### src/rtl/seg_pkg.sv
// Shared definitions for the 7-segment display blocks.
//   seg_pat_t   : 8-bit active-low segment pattern, bit7 = dp, bits6..0 = g..a
//   SEG_BLANK   : all segments off
//   SEG_0..SEG_F: decode constants for the sixteen nibble values
//   seg_state_t : scan FSM states {LOAD, SHIFT, LATCH, BLANK}
package seg_pkg;

    typedef logic [7:0] seg_pat_t;

    localparam seg_pat_t SEG_BLANK = 8'hFF;

    localparam seg_pat_t SEG_0 = 8'hC0;
    localparam seg_pat_t SEG_1 = 8'hF9;
    localparam seg_pat_t SEG_2 = 8'hA4;
    localparam seg_pat_t SEG_3 = 8'hB0;
    localparam seg_pat_t SEG_4 = 8'h99;
    localparam seg_pat_t SEG_5 = 8'h92;
    localparam seg_pat_t SEG_6 = 8'h82;
    localparam seg_pat_t SEG_7 = 8'hF8;
    localparam seg_pat_t SEG_8 = 8'h80;
    localparam seg_pat_t SEG_9 = 8'h90;
    localparam seg_pat_t SEG_A = 8'h88;
    localparam seg_pat_t SEG_B = 8'h83;
    localparam seg_pat_t SEG_C = 8'hC6;
    localparam seg_pat_t SEG_D = 8'hA1;
    localparam seg_pat_t SEG_E = 8'h86;
    localparam seg_pat_t SEG_F = 8'h8E;

    typedef enum logic [1:0] {
        LOAD  = 2'd0,
        SHIFT = 2'd1,
        LATCH = 2'd2,
        BLANK = 2'd3
    } seg_state_t;

endpackage

### src/rtl/seg_decode.sv
// Combinational nibble to 7-segment pattern decoder (active-low, dp off).
//   value   : 4-bit digit value
//   pattern : seg_pat_t segment pattern
// Build option SEG_SCAN_HEX_EN: when defined, values A..F show hex glyphs
// (A b C d E F); otherwise they decode to a blank digit.
module seg_decode
    import seg_pkg::*;
(
    input  logic [3:0] value,
    output seg_pat_t   pattern
);

    always_comb begin
        pattern = SEG_BLANK;
        case (value)
            4'h0: pattern = SEG_0;
            4'h1: pattern = SEG_1;
            4'h2: pattern = SEG_2;
            4'h3: pattern = SEG_3;
            4'h4: pattern = SEG_4;
            4'h5: pattern = SEG_5;
            4'h6: pattern = SEG_6;
            4'h7: pattern = SEG_7;
            4'h8: pattern = SEG_8;
            4'h9: pattern = SEG_9;
`ifdef SEG_SCAN_HEX_EN
            4'hA: pattern = SEG_A;
            4'hB: pattern = SEG_B;
            4'hC: pattern = SEG_C;
            4'hD: pattern = SEG_D;
            4'hE: pattern = SEG_E;
            4'hF: pattern = SEG_F;
`else
            default: pattern = SEG_BLANK;
`endif
        endcase
    end

endmodule

### src/rtl/seg_scan_serial.sv
// Multiplexed 7-segment display driver with a serial segment interface.
// For each digit in turn: decode the nibble, shift the 8-bit pattern MSB
// first into an external shift register, enable that digit for HOLD ticks,
// then blank for one tick. Index 0 is scanned first.
// Ports:
//   clk, rst_n  : clock, asynchronous active-low reset
//   digits      : digit k value in digits[4k+3:4k]
//   led_rst     : external shift-register clear, active low
//   seg_sdo     : serial segment data, stable while seg_sclk rises
//   seg_sclk    : serial shift clock, toggles only in SHIFT
//   dig_sel     : one-hot digit enable, zero whenever seg_sclk toggles
//   frame_done  : 1-clk pulse when the last digit finishes BLANK
//   state       : current FSM state, for observation
// Build option SEG_SCAN_HEX_EN is handled inside seg_decode.
module seg_scan_serial
    import seg_pkg::*;
#(
    parameter int NUM_DIGITS = 4,
    parameter int DIV        = 2,
    parameter int HOLD       = 16
) (
    input  logic                    clk,
    input  logic                    rst_n,
    input  logic [4*NUM_DIGITS-1:0] digits,
    output logic                    led_rst,
    output logic                    seg_sdo,
    output logic                    seg_sclk,
    output logic [NUM_DIGITS-1:0]   dig_sel,
    output logic                    frame_done,
    output seg_state_t              state
);

    localparam int CW = (DIV > 1) ? $clog2(DIV) : 1;
    localparam int IW = $clog2(NUM_DIGITS);
    localparam int HW = $clog2(HOLD + 1);
    localparam logic [NUM_DIGITS-1:0] SEL_ONE = {{(NUM_DIGITS-1){1'b0}}, 1'b1};

    logic [CW-1:0] tick_cnt;
    logic          tick;
    logic [IW-1:0] index;
    logic [2:0]    bit_cnt;
    logic          phase;     // 0: present data bit, 1: raise sclk
    logic [HW-1:0] hold_cnt;
    seg_pat_t      pattern;
    seg_pat_t      dec_pat;
    logic [3:0]    nib;

    assign tick = (tick_cnt == CW'(DIV - 1));

    always_ff @(posedge clk or negedge rst_n) begin
        if (!rst_n) begin
            tick_cnt <= '0;
        end else if (tick) begin
            tick_cnt <= '0;
        end else begin
            tick_cnt <= tick_cnt + 1'b1;
        end
    end

    // Select the nibble of the digit currently being loaded.
    always_comb begin
        nib = digits[3:0];
        for (int k = 0; k < NUM_DIGITS; k++) begin
            if (index == IW'(k)) begin
                nib = digits[4*k +: 4];
            end
        end
    end

    seg_decode u_decode (
        .value   (nib),
        .pattern (dec_pat)
    );

    always_ff @(posedge clk or negedge rst_n) begin
        if (!rst_n) begin
            led_rst    <= 1'b0;
            seg_sdo    <= 1'b0;
            seg_sclk   <= 1'b0;
            dig_sel    <= '0;
            frame_done <= 1'b0;
            state      <= LOAD;
            index      <= '0;
            bit_cnt    <= '0;
            phase      <= 1'b0;
            hold_cnt   <= '0;
            pattern    <= SEG_BLANK;
        end else begin
            led_rst    <= 1'b1;
            frame_done <= 1'b0;
            if (tick) begin
                case (state)
                    LOAD: begin
                        // Snapshot: later changes on digits wait for the next LOAD.
                        pattern <= dec_pat;
                        bit_cnt <= '0;
                        phase   <= 1'b0;
                        state   <= SHIFT;
                    end
                    SHIFT: begin
                        if (!phase) begin
                            seg_sclk <= 1'b0;
                            seg_sdo  <= pattern[3'd7 - bit_cnt];
                            phase    <= 1'b1;
                        end else begin
                            seg_sclk <= 1'b1;
                            bit_cnt  <= bit_cnt + 1'b1;
                            phase    <= 1'b0;
                            if (bit_cnt == 3'd7) begin
                                hold_cnt <= '0;
                                state    <= LATCH;
                            end
                        end
                    end
                    LATCH: begin
                        // sclk drops on the same edge the digit enables.
                        seg_sclk <= 1'b0;
                        dig_sel  <= SEL_ONE << index;
                        if (hold_cnt == HW'(HOLD - 1)) begin
                            state <= BLANK;
                        end else begin
                            hold_cnt <= hold_cnt + 1'b1;
                        end
                    end
                    BLANK: begin
                        dig_sel  <= '0;
                        hold_cnt <= '0;
                        if (index == IW'(NUM_DIGITS - 1)) begin
                            index      <= '0;
                            frame_done <= 1'b1;
                        end else begin
                            index <= index + 1'b1;
                        end
                        state <= LOAD;
                    end
                    default: state <= LOAD;
                endcase
            end
        end
    end

endmodule

### config.mk
export PLATFORM = sky130hd
export DESIGN_NAME = seg_scan_serial
export DESIGN_NICKNAME = d
export VERILOG_FILES = /design/src/rtl/seg_pkg.sv /design/src/rtl/seg_decode.sv /design/src/rtl/seg_scan_serial.sv
export SDC_FILE = /design/constraint.sdc
export NUM_CORES = 1
export LEC_CHECK = 0
export CAP_MARGIN = 20
export CORE_MARGIN = 2
export CORE_UTILIZATION = 49
export CTS_CLUSTER_DIAMETER = 60
export DETAILED_ROUTE_END_ITERATION = 16
export HOLD_SLACK_MARGIN = 0.05
export PLACE_DENSITY = 0.76
export SLEW_MARGIN = 15
export SYNTH_ARGS = -nofsm -noshare
export SYNTH_HDL_FRONTEND = slang
export SYNTH_SLANG_ARGS = --single-unit
### constraint.sdc
create_clock -name clk -period 1.85 [get_ports clk]
set_input_delay 0.37 -clock clk [delete_from_list [all_inputs] [get_ports clk]]
set_output_delay 0.37 -clock clk [all_outputs]
set_load 0.005 [all_outputs]
==> results.yml, run 1 <==
clock_tree:
  postCtsHoldBufs: 0
  cts_made_buffers: 5
  ctsHtreeMaxLevel: 2
  tritoncts: "done"
  clock-root-buffer: "clkbuf_8"
  clockBufferDepth: 2
  clkLatencyLatePin_ns: 0.28
  clock-sinks: 29
  clk_pin_slew_worst_paths_ns: 0.06
drt:
  route.detailed.drc: 0
  firstDrtPassIters: 4
  totalWireLength_mm: 4.818
  vias: 1675
  drtAntennaViolNets: 0
  drt_iter0_drc: 138
  vias_per_cell: 5.659
  wl_per_cell_um: 16.28
synth:
  synth_xor_area_share_pct: 0.4624
  netlist_area_mm2: 0.001894
  yosysWarnings: 0
  synthFlopType: "dfrtp_1"
  async_flop_share_pct: 100.0
  synth_compound_area_share_pct: 22.39
  synth_cells: 185
  synth_top_family_by_area: "compound AO/OA/AOI/OAI gates"
  ys_types: 53
  ys_ff_latch: 29
  ys_seq_area_share_pct: 38.77
  avgSynthCellArea_um2: 10.24
  syn_nets: 222
  post_synth_mux_area_share_pct: 6.869
  synthSimpleGateAreaFrac_pct: 13.08
  synthAdderAreaFrac_pct: 12.55
  synth_edf_count: 0
grt:
  grt_usage_pct: 25.57
  grt_pass1_vias: 1839
  grt_pass1_wl_mm: 8.362
  grt_max_degree: 30
  grt-ovfl-total: 0
  antenna_found_initial: 0
floorplanning:
  core_area_mm2: 0.003689
  dieArea_mm2: 0.004379
  start_util_pct: 51.36
  top_level_ports: 28
  die_h_um: 66.18
  rows: 22
  fp.dieW_um: 66.18
worst_setup_path:
  path_buf_inv: 3
  regToRegSetupSlack_ns: -0.18
  crit_family: "compound AO/OA/AOI/OAI gates"
  cp.arrival_ns: 2.25
  crit_type: "reg -> reg"
  rr_endpoint: "pattern[5]"
  rr_startpoint: "index[0]"
  reg2regPathDepth: 10
  max_stage_delay_ns: 0.44
  worstPathCellList: "buf_6 -> ha_4 -> mux2i_2 -> a221o_2 -> inv_2 -> ha_4 -> inv_2 -> o2111ai_2 -> o32ai_1 -> a21oi_1"
  cp-end-kind: "register"
  crit_path_top_delay_cell: "a221o_2"
  cp-start-kind: "register"
  crit_fanout: 6
  required_ns: 2.06
power:
  p_leak_uw: 0.001210
  power_uw: 1423
  ir_drop_v: 0.0002329
  power_density_mw_per_mm2: 510.8
finish:
  num-fill-cells: 240
  final_common_cell: "buf_4"
  syn2layout_area_growth_pct: 47.03
  drive_gt1_share_pct: 40.32
  fin_cells: 296
  nets: 284
  fin_util_pct: 75.51
  final_cell_mix: "buf_4 (32), clkdlybuf4s50_1 (27), dfrtp_1 (20), nand2_1 (12)"
  diodes: 0
sta:
  rsz0062_at_grt: "true"
  report.final.hold_viol_count: 0
  fmax_mhz: 491.9
  finClkSkew_ns: 0.005311
  fin_crit_ns: 2.033
  whs_ns: 0.4698
  setup_viol: 7
  drv_slew: 0
  fin_ws_ns: -0.1830
  finalCritPeriodShare_pct: 109.9
placement:
  dp.cells: 278
  io_buffers: 27
  pre_cts_ws_ns: -0.3255
  routabilityCongestion: 0.8002
  dp_hpwl_mm: 3.313
status:
  status: "complete, but fails checks"
  violations: "negative setup slack"
run:
  max_cap_viol_count: 0
min_path:
  hp-class: "in -> async"
flip-flops by register name, summed over array words and instances (netlist names):
name and count:
pattern 7, frame_done 1, phase 1, seg_sdo 1
state 2, led_rst 1, tick 1, bit_cnt 3
hold_cnt 5, dig_sel 4, index 2, seg_sclk 1
through the flow:
step                TNS, ns  instance area (um^2)
floorplan           -0.4924                  1929
global placement     -1.098                  2407
detailed placement   -1.596                  2407
CTS                 -0.8618                  2714
global route         -1.631                  2785
finish               -1.091                  2785
synthesized netlist by cell type, types with 3 or more instances:
library cell | count | area (um^2)
a22o_1 | 5 | 43.79
dfrtp_1 | 22 | 550.5
nand2_1 | 12 | 45.04
o2bb2ai_1 | 4 | 35.03
inv_1 | 15 | 56.30
ha_1 | 19 | 237.7
a211oi_1 | 4 | 30.03
nor2_1 | 8 | 30.03
a21o_1 | 3 | 22.52
nand2b_1 | 3 | 18.77
dfstp_2 | 7 | 183.9
nor4_1 | 3 | 18.77
o21ai_0 | 6 | 30.03
mux2i_1 | 4 | 40.04
nor2b_1 | 4 | 25.02
a31oi_1 | 6 | 37.54
a21oi_1 | 6 | 30.03
nor3_1 | 3 | 15.01
clkbuf_1 | 3 | 11.26
mux2_2 | 6 | 67.56
cells by family after synthesis:
| family | after synthesis |
|---|---|
| other | 1 |
| and+or+nand+nor | 47 |
| adders and majority gates | 19 |
| buffers and inverters | 24 |
| AOI/OAI and AO/OA | 53 |
| xor gates and xnor gates | 1 |
| muxes | 11 |
| DFF | 29 |
worst reg2reg max path: cells and delay by family (launching register included):
family	cells	cell delay, ns
multiplexers	1	0.16
flip-flops	1	0.42
adder cells (fa/ha/maj)	2	0.31
AO/OA/AOI/OAI	4	0.77
buffers and inverters	3	0.31
what timing repair did:
item,in CTS,in global routing
resized for setup,31,14
endpoints found under the hold margin,0,0
buffers inserted,7,3
pin swaps,11,10
cloned,0,0
setup endpoints to repair,7,13
metal layers:
metal	wire (um)	GRT usage [%]
met1	1826	26.14
met2	2686	48.75
met3	152	5.111
met4	153	12.24
met5	0	0
where the power goes:
part           internal, uW  switching (uW)  leakage, uW
Combinational          97.7            80.0     0.000811
Clock                   335             239    0.0000542
Sequential              661            8.72     0.000344
Total                  1090             328      0.00121
worst max path at each step:
stage                     cells after the start       from  slack [ns]    endpoint
after floorplan                              10   index[1]       -0.11  pattern[5]
after global placement                        6  digits[4]       -0.20  pattern[3]
after detailed placement                     10   index[1]       -0.33  pattern[5]
after CTS                                     8   index[0]       -0.16  pattern[3]
after global routing                         10   index[0]       -0.26  pattern[5]
final                                        10   index[0]       -0.18  pattern[5]
cell type report:
class	count	area [um^2]	area share (%)
Inverter	16	60.06	2.156
Sequential cell	29	737.0	26.46
Multi-Input combinational cell	132	1271	45.64
Timing Repair Buffer	63	555.5	19.95
Clock buffer	7	96.34	3.459
Tap cell	48	60.06	2.156
Clock inverter	1	5.005	0.1797
Power figures use the tool's default switching activity.
==> run 2, diff against run 1 <==
- CORE_MARGIN: 2 -> 5
- clock period: 1.85 -> 1.73 ns (I/O delays scaled with it)
==> run 2 against run 1 <==
Compared with the run above: the flow still finishes with violations (negative setup slack); hold slack got worse by 0.036 ns; sequential share of layout area fell by 0.54 points; via count rose by 3.8%; sequential power rose by 7.5%; fmax fell by 1.5%; clock power rose by 27%; clock-buffer cell count did not move; critical path type unchanged.
==> results.yml, run 2 (same netlist as run 1, synthesis figures left out) <==
worst_setup_path:
  rr_startpoint: "index[0]"
  rr_endpoint: "pattern[6]"
  reg2regPathDepth: 9
  crit_type: "reg -> reg"
  cp-start-kind: "register"
  startpoint: "index[0]"
  cp-end-kind: "register"
  regToRegSetupSlack_ns: -0.33
  required_ns: 1.93
  crit_fanout: 5
  cp.arrival_ns: 2.27
min_path:
  hp-class: "in -> async"
drt:
  wl_per_cell_um: 17.84
  firstDrtPassIters: 4
  drt_iter0_drc: 81
  totalWireLength_mm: 5.371
  route.detailed.drc: 0
  vias_per_cell: 5.774
  drtAntennaViolNets: 0
  vias: 1738
placement:
  io_buffers: 27
  routabilityCongestion: 0.7724
  dp_hpwl_mm: 3.517
sta:
  setup_viol: 7
  whs_ns: 0.4333
  fin_crit_ns: 2.064
  finalCritPeriodShare_pct: 119.3
  finClkSkew_ns: 0.008619
  fin_ws_ns: -0.3336
  report.final.hold_viol_count: 0
  drv_slew: 0
  fmax_mhz: 484.6
  setup-tns-final_ns: -2.119
  rsz0062_at_grt: "true"
finish:
  final_cell_mix: "buf_4 (39), clkdlybuf4s50_1 (26), dfrtp_1 (20), nand2_1 (12), inv_1 (10)"
  syn2layout_area_growth_pct: 50.07
  drive_gt1_share_pct: 39.92
  largest_reg_flops: 7
  diodes: 0
  fin_util_pct: 76.50
  regMostFlops: "pattern"
  top_regs: "pattern x7, hold_cnt x5, dig_sel x4"
  nets: 289
  final_common_cell: "buf_4"
status:
  violations: "negative setup slack"
  status: "complete, but fails checks"
run:
  max_cap_viol_count: 0
power:
  power_density_mw_per_mm2: 572.2
  ir_drop_v: 0.0004225
  p_leak_uw: 0.001217
  power_uw: 1627
floorplanning:
  dieArea_mm2: 0.005209
  core_area_mm2: 0.003716
  top_level_ports: 28
  start_util_pct: 50.98
  die_h_um: 72.18
  fp.dieW_um: 72.18
  rows: 22
grt:
  grt-ovfl-total: 0
  grt_pass1_vias: 1821
  antenna_found_initial: 0
  grt_max_degree: 30
  grt_pass1_wl_mm: 8.480
  grt_usage_pct: 21.18
clock_tree:
  ctsHtreeMaxLevel: 2
  clock-root-buffer: "clkbuf_8"
  clock-sinks: 29
  cts_made_buffers: 5
  clkLatencyLatePin_ns: 0.29
  clk_pin_slew_worst_paths_ns: 0.06
  tritoncts: "done"
  clockBufferDepth: 2
## run 2: cell count changes in the layout (fill, tap and decap cells not counted), moves of 2 or more
cell,delta
ha_4,+4
ha_2,-2
buf_4,+7
a211oi_2,-2
buf_6,-2
ha_1,-2
## run 2: stage by stage
step,instance area (um^2),std cells,setup WS [ns]
2_1_floorplan,1932,185,-0.2305
3_3_place_gp,2455,284,-0.2807
3_5_place_dp,2455,284,-0.3538
4_1_cts,2721,297,-0.2458
5_1_grt,2843,301,-0.4137
6_report,2843,301,-0.3336
## run 2: timing repair
action                                  CTS  global route
resized for setup                        27            16
endpoints found under the setup margin   14            14
pin swaps                                14             8
setup buffers                             5             4
hold buffers                              0             0
## run 2: worst max path at each step
stage | slack [ns] | endpoint | depth (start not counted)
final | -0.33 | pattern[6] | 9
after global routing | -0.41 | pattern[5] | 9
after CTS | -0.25 | pattern[3] | 7
after detailed placement | -0.35 | pattern[5] | 10
after global placement | -0.28 | pattern[3] | 6
after floorplan | -0.23 | pattern[5] | 10
## run 2: final cells by class
| class | count | area, um^2 |
|---|---|---|
| Timing Repair Buffer | 68 | 584.3 |
| Clock inverter | 1 | 30.03 |
| Multi-Input combinational cell | 132 | 1285 |
| Fill cell | 233 | 873.3 |
| Tap cell | 48 | 60.06 |
| Sequential cell | 29 | 737.0 |
| Clock buffer | 7 | 86.33 |
| Inverter | 16 | 60.06 |
## run 2: per-layer routing
layer	up-vias	global-route usage (%)	share of wire [%]
met3	14	4.848	3.7
met1	872	21.51	38
met5	-	0	0
met4	0	11.69	2.8
li1	811	-	-
met2	41	39.43	55
## run 2: critical path, stage by stage, from the launching register on
cell	delay, ns
dfrtp_1	0.42
buf_6	0.14
ha_4	0.18
mux2i_4	0.19
a221oi_4	0.34
buf_4	0.17
ha_1	0.12
inv_1	0.04
a41o_1	0.18
a31oi_1	0.18
## run 2: power by group
group	switching [uW]	internal, uW	total [uW]
clock	259	469	728
combinational	81.0	97.4	178
sequential	12.3	708	720
==> run 3, diff against run 2 <==
- ABC_CLOCK_PERIOD_IN_PS: not set -> 1730
- HOLD_SLACK_MARGIN: 0.05 -> not set
==> results of run 3 <==
The final DEF is identical to that of run 2; final timing and power are the same.
